$ cat src/rtl/vanilla_sb_stall_profiler.sv
// vanilla_sb_stall_profiler: attributes dependency-stall cycles to scoreboard causes
// and streams snapshot-and-cleared saturating counters over a valid/ready port.
package vanilla_sb_profiler_pkg;
  localparam int RV32_reg_els_gp = 32;
  localparam int RV32_reg_addr_width_gp = 5;
  typedef struct packed {
    logic idiv;
    logic remote_dram_load;
    logic remote_dram_amo;
    logic remote_dmem_overflow_load;
    logic remote_global_load;
    logic remote_group_load;
    logic remote_group_amo;
  } vanilla_isb_info_s;
  typedef struct packed {
    logic fdiv_fsqrt;
    logic remote_dram_load;
    logic remote_global_load;
    logic remote_group_load;
    logic remote_dmem_overflow_load;
  } vanilla_fsb_info_s;
endpackage

module vanilla_sb_stall_profiler
  import vanilla_sb_profiler_pkg::*;
#(
  parameter int counter_width_p = 32,
  parameter int reg_addr_width_lp = RV32_reg_addr_width_gp
) (
  input  logic                         clk_i,
  input  logic                         reset_n_i,
  input  logic                         stall_all_i,
  input  logic                         flush_i,
  input  logic                         stall_depend_i,
  input  vanilla_isb_info_s            int_sb_i [RV32_reg_els_gp],
  input  vanilla_fsb_info_s            float_sb_i [RV32_reg_els_gp],
  input  logic [reg_addr_width_lp-1:0] id_rs1_i,
  input  logic [reg_addr_width_lp-1:0] id_rs2_i,
  input  logic [reg_addr_width_lp-1:0] id_rs3_i,
  input  logic [reg_addr_width_lp-1:0] id_rd_i,
  input  logic                         id_read_rs1_i,
  input  logic                         id_read_rs2_i,
  input  logic                         id_write_rd_i,
  input  logic                         id_read_frs1_i,
  input  logic                         id_read_frs2_i,
  input  logic                         id_read_frs3_i,
  input  logic                         id_write_frd_i,
  input  logic                         dump_i,
  output logic                         dump_busy_o,
  output logic                         data_v_o,
  output logic [counter_width_p-1:0]   data_o,
  output logic [3:0]                   data_idx_o,
  output logic                         last_o,
  input  logic                         yumi_i
);
  typedef enum logic {IDLE, DUMP} state_e;
  state_e state, state_n;
  logic [3:0] idx;
  logic [3:0] ihit, fhit;
  logic [7:0] hit;
  logic [9:0] inc;
  logic count_en, take;
  logic [counter_width_p-1:0] cnt [10];
  logic [counter_width_p-1:0] snap [10];
  function automatic logic [3:0] int_cat(input vanilla_isb_info_s s);
    return {s.remote_group_load | s.remote_group_amo, s.remote_global_load,
            s.remote_dram_load | s.remote_dram_amo | s.remote_dmem_overflow_load, s.idiv};
  endfunction
  function automatic logic [3:0] flt_cat(input vanilla_fsb_info_s s);
    return {s.remote_group_load, s.remote_global_load,
            s.remote_dram_load | s.remote_dmem_overflow_load, s.fdiv_fsqrt};
  endfunction
  // x0 never carries a hazard; f0 is a real register
  assign ihit = ({4{id_read_rs1_i && |id_rs1_i}} & int_cat(int_sb_i[id_rs1_i]))
              | ({4{id_read_rs2_i && |id_rs2_i}} & int_cat(int_sb_i[id_rs2_i]))
              | ({4{id_write_rd_i && |id_rd_i}} & int_cat(int_sb_i[id_rd_i]));
  assign fhit = ({4{id_read_frs1_i}} & flt_cat(float_sb_i[id_rs1_i]))
              | ({4{id_read_frs2_i}} & flt_cat(float_sb_i[id_rs2_i]))
              | ({4{id_read_frs3_i}} & flt_cat(float_sb_i[id_rs3_i]))
              | ({4{id_write_frd_i}} & flt_cat(float_sb_i[id_rd_i]));
  assign hit = {fhit, ihit};
  assign count_en = stall_depend_i & ~stall_all_i & ~flush_i;
  assign inc = count_en ? {~|hit, 1'b1, hit} : '0;
  assign take = (state == IDLE) && dump_i;
  // on a snapshot edge the live counter restarts from this cycle's increment
  always_ff @(posedge clk_i or negedge reset_n_i) begin
    if (!reset_n_i) begin
      for (int i = 0; i < 10; i++) begin
        cnt[i] <= '0;
        snap[i] <= '0;
      end
    end else begin
      for (int i = 0; i < 10; i++) begin
        cnt[i] <= take ? counter_width_p'(inc[i])
                : (inc[i] && ~&cnt[i]) ? cnt[i] + 1'b1 : cnt[i];
        if (take) snap[i] <= cnt[i];
      end
    end
  end
  always_ff @(posedge clk_i or negedge reset_n_i) begin
    if (!reset_n_i) state <= IDLE;
    else state <= state_n;
  end
  always_comb begin
    state_n = (state == IDLE) ? (dump_i ? DUMP : IDLE)
            : ((yumi_i && idx == 4'd9) ? IDLE : DUMP);
  end
  always_ff @(posedge clk_i or negedge reset_n_i) begin
    if (!reset_n_i) idx <= '0;
    else if (state == DUMP && yumi_i) idx <= (idx == 4'd9) ? 4'd0 : idx + 4'd1;
  end
  always_comb begin
    dump_busy_o = (state == DUMP);
    data_v_o = (state == DUMP);
    data_o = data_v_o ? snap[idx] : '0;
    data_idx_o = idx;
    last_o = data_v_o && (idx == 4'd9);
  end
endmodule
$ cat config.mk
export PLATFORM = sky130hd
export DESIGN_NAME = vanilla_sb_stall_profiler
export DESIGN_NICKNAME = d
export VERILOG_FILES = /design/src/rtl/vanilla_sb_stall_profiler.sv
export SDC_FILE = /design/constraint.sdc
export NUM_CORES = 2
export LEC_CHECK = 0
export CAP_MARGIN = 25
export CORE_ASPECT_RATIO = 0.8
export CORE_UTILIZATION = 28
export DETAILED_ROUTE_END_ITERATION = 12
export GPL_TIMING_DRIVEN = 0
export PLACE_DENSITY_LB_ADDON = 0.25
export RECOVER_POWER = 25
export SLEW_MARGIN = 20
export SYNTH_ARGS = -nofsm -noshare
export SYNTH_HDL_FRONTEND = slang
export SYNTH_SLANG_ARGS = --single-unit
$ cat constraint.sdc
create_clock -name clk_i -period 4.6 [get_ports clk_i]
set_clock_uncertainty 0.15 [all_clocks]
set_input_delay 1.15 -clock clk_i [delete_from_list [all_inputs] [get_ports clk_i]]
set_output_delay 1.15 -clock clk_i [all_outputs]
set_load 0.05 [all_outputs]
==> flow_summary.json <==
{
  "fill_cells": 14400,
  "clockBufferDepth": 3,
  "cts_tree": "yes",
  "synth_cell_types": 83,
  "avgRoutedWirePerCell_um": 27.0,
  "vias": 37400,
  "overflow": 0,
  "p_leak_nw": 21.3,
  "ant_nets": 0,
  "syn_to_final_growth_pct": 25.6,
  "final_cell_count_no_fill": 6745,
  "ys_async_sr_fraction_pct": 100,
  "synth-edff-count": 0,
  "period_needed_ns": 4.60,
  "worstMarginPinSlew_ns": 2.51,
  "peakVddDrop_v": 0.000233,
  "dp_hpwl_um": 144000,
  "drv_cap": 3,
  "start_util_pct": 28.3,
  "grt_pass1_wl_um": 260000,
  "cts-root-buf": "clkbuf_16",
  "port_buffers": 447,
  "rsz0062_at_grt": "yes",
  "wirelength_um": 182000,
  "setup_viol": 1,
  "ff2ff_path_depth": 12,
  "grtUsageMet1_pct": 35.4,
  "io_pins": 457,
  "arrival_ns": 4.96,
  "synth.cell_area_um2": 39800,
  "synth_ff_type": "dfrtp_1",
  "min_path_type": "in -> async",
  "reg2reg_to": "cnt[156]",
  "dieArea_um2": 144000,
  "ys_seq_area_share_pct": 40.5,
  "slew_viol_final": 267,
  "grt_pass1_vias": 35800,
  "first_iter_violations": 4385,
  "worst_hold_slack_ns": 0.255,
  "insertion_delay_ns": 0.67,
  "drive_above_1_share_pct": 14.1,
  "drt_first_pass_iters": 10,
  "endpoint_kind": "flip-flop",
  "grt.busiest_layer": "met2",
  "cp-startpoint": "id_rs1_i[2]",
  "postSynthAreaPerCell_um2": 9.34,
  "grt_usage_pct": 24.8,
  "cp.required_ns": 4.96,
  "maxSlewHeadroom_pct": -67.6,
  "use_met2_pct": 36.3,
  "grtUsageMet3_pct": 6.52,
  "synth_warnings": 0,
  "regArea_um2": 16100,
  "antenna_found_initial": 40,
  "die_y_um": 339,
  "path_class": "in -> reg",
  "endpoint": "cnt[239]",
  "htreeDepth": 3,
  "routed_via_density": 5.55,
  "core_area_um2": 141000,
  "clk_pin_slew_ns": 0.07,
  "report.final.hold_viol_count": 0,
  "cts_made_buffers": 68,
  "violations": "DRC, capacitance limit, slew limit, setup timing",
  "r2r-start": "cnt[131]",
  "cts.sinks": 645,
  "max_freq_mhz": 217,
  "cp_max_fo": 10,
  "syn-num-nets": 4692,
  "outcome": "complete, but fails checks",
  "fp.dieW_um": 424,
  "drc": 1,
  "power.density_nw_per_um2": 338,
  "grt_max_degree": 96,
  "worstSetupStartpointType": "primary input",
  "finalWorstSetupSlack_ns": -0.000824,
  "rows": 123,
  "r2r_setup_slack_ns": 0.28,
  "ys_seq_elements": 645,
  "gp_congestion": 1.03,
  "synthCells": 4264,
  "fin_crit_sh_pct": 100,
  "fin_nets": 5234,
  "place_inst": 6599,
  "multiInputGateArea_um2": 22600
}
Yosys cell counts, types with 10 or more instances:
library cell / number / area (um2)
a2111oi_0: 11 / 96.3
a211oi_1: 22 / 165
a21oi_1: 111 / 556
a22oi_1: 28 / 210
a31o_2: 27 / 236
a31oi_1: 17 / 106
a41o_1: 12 / 120
and2_1: 51 / 319
and3_1: 54 / 338
and4_1: 30 / 263
buf_1: 37 / 139
buf_2: 51 / 255
buf_4: 15 / 113
buf_6: 11 / 124
clkbuf_1: 167 / 627
dfrtp_1: 645 / 16100
ha_1: 10 / 125
inv_1: 71 / 267
mux2_2: 11 / 124
mux2i_1: 151 / 1510
mux4_2: 255 / 5740
nand2_1: 1126 / 4230
nand2b_1: 50 / 313
nand3_1: 129 / 646
nand4_1: 68 / 425
nor2_1: 343 / 1290
nor2b_1: 17 / 106
nor3_1: 131 / 656
nor3b_1: 10 / 75.1
nor4_1: 46 / 288
o211ai_1: 15 / 113
o21ai_0: 110 / 551
o22ai_1: 39 / 244
o31ai_1: 29 / 218
or3_1: 60 / 375
or4_1: 27 / 203
xnor2_1: 109 / 955
xor2_1: 57 / 499
per-layer routing:
metal  share of wire, %  routed length (um)
met5              0.055                 101
met4                3.6                6470
met3                9.9               18000
met2                 43               78200
met1                 44               79300
cell type report:
type                       count  area share (%)
multi-input combinational   3259            45.2
antenna                       11          0.0550
clock inverter                25           0.618
inverter                      77           0.588
clock buffer                  98            3.89
timing repair buffer         475            9.59
buffer                       280            3.11
sequential                   645            32.3
tap                         1875            4.69
power breakdown:
part           internal, mW  switching, mW
Sequential             5.91          0.318
Combinational          1.73           3.17
Clock                  3.21           2.55
Total                  10.9           6.04
cell usage in the layout (no fill, tap or decap), drive strengths merged, types with 29 or more instances in the layout:
cell / instances
and3: 54
and4: 30
nand4: 68
nand2b: 50
nor3: 133
nand2: 1126
buf: 132
nor2: 344
a21oi: 111
nand3: 130
mux4: 258
mux2i: 151
xnor2: 109
o22ai: 39
o21ai: 111
dfrtp: 645
clkbuf: 278
a31o: 29
xor2: 57
nor4: 53
clkdlybuf4s50: 408
and2: 51
o31ai: 30
or3: 60
inv: 80
stage by stage:
stage | util, % | worst slack (ns) | setup TNS [ns] | cell area (um2) | power (mW)
finish | 35.5 | -0.000824 | -0.000824 | 50000 | 16.9
CTS | 35.3 | 0.00203 | 0 | 49800 | 16.9
floorplan | - | 0.0735 | 0 | 39800 | 8.78
detailed placement | 33.3 | -2.10 | -405.45 | 46900 | 11.0
global route | 35.5 | -0.00740 | -0.00927 | 50000 | 17.5
global placement | 33.1 | -28.63 | - | 46600 | 10.9
kinds of logic after synthesis:
family	share of synthesized area, %
simple gates	24.6
flops	40.5
compound gates	8.21
mux	18.7
buf+inv	3.98
xor+xnor	3.65
fa+ha+maj	0.314
flip-flops by register name, summed over array words and instances, names as in the netlist:
| name | count |
|---|---|
| data_idx_o | 4 |
| data_v_o | 1 |
| snap | 320 |
| cnt | 320 |
repair_timing:
item / CTS / global route
resized for setup: 214 / 112
setup buffers: 12 / 3
pin swaps: 5 / 4
endpoints found under the setup margin: 295 / 161
hold buffers: 0 / 0
critical path: stages:
cell	delay (ns)
buf_2	0.23
buf_2	0.33
clkbuf_4	0.36
buf_2	0.38
mux4_2	0.37
mux2i_1	0.33
nand2_1	0.09
nand3_1	0.14
nand3_4	0.20
o211ai_1	0.34
buf_2	0.35
clkbuf_2	0.32
nor3_1	0.11
xnor2_1	0.17
nor2_1	0.05
how the worst min path moves through the flow:
| stage | endpoint | start | slack (ns) |
|---|---|---|---|
| after floorplan | snap[122] | snap[122] | 0.29 |
| after global placement | snap[77] | snap[77] | 0.31 |
| after detailed placement | snap[304] | snap[304] | 0.31 |
| after CTS | cnt[123] | reset_n_i | 0.27 |
| after global routing | snap[182] | reset_n_i | 0.28 |
| final | snap[182] | reset_n_i | 0.25 |
Power figures use the tool's default switching activity.
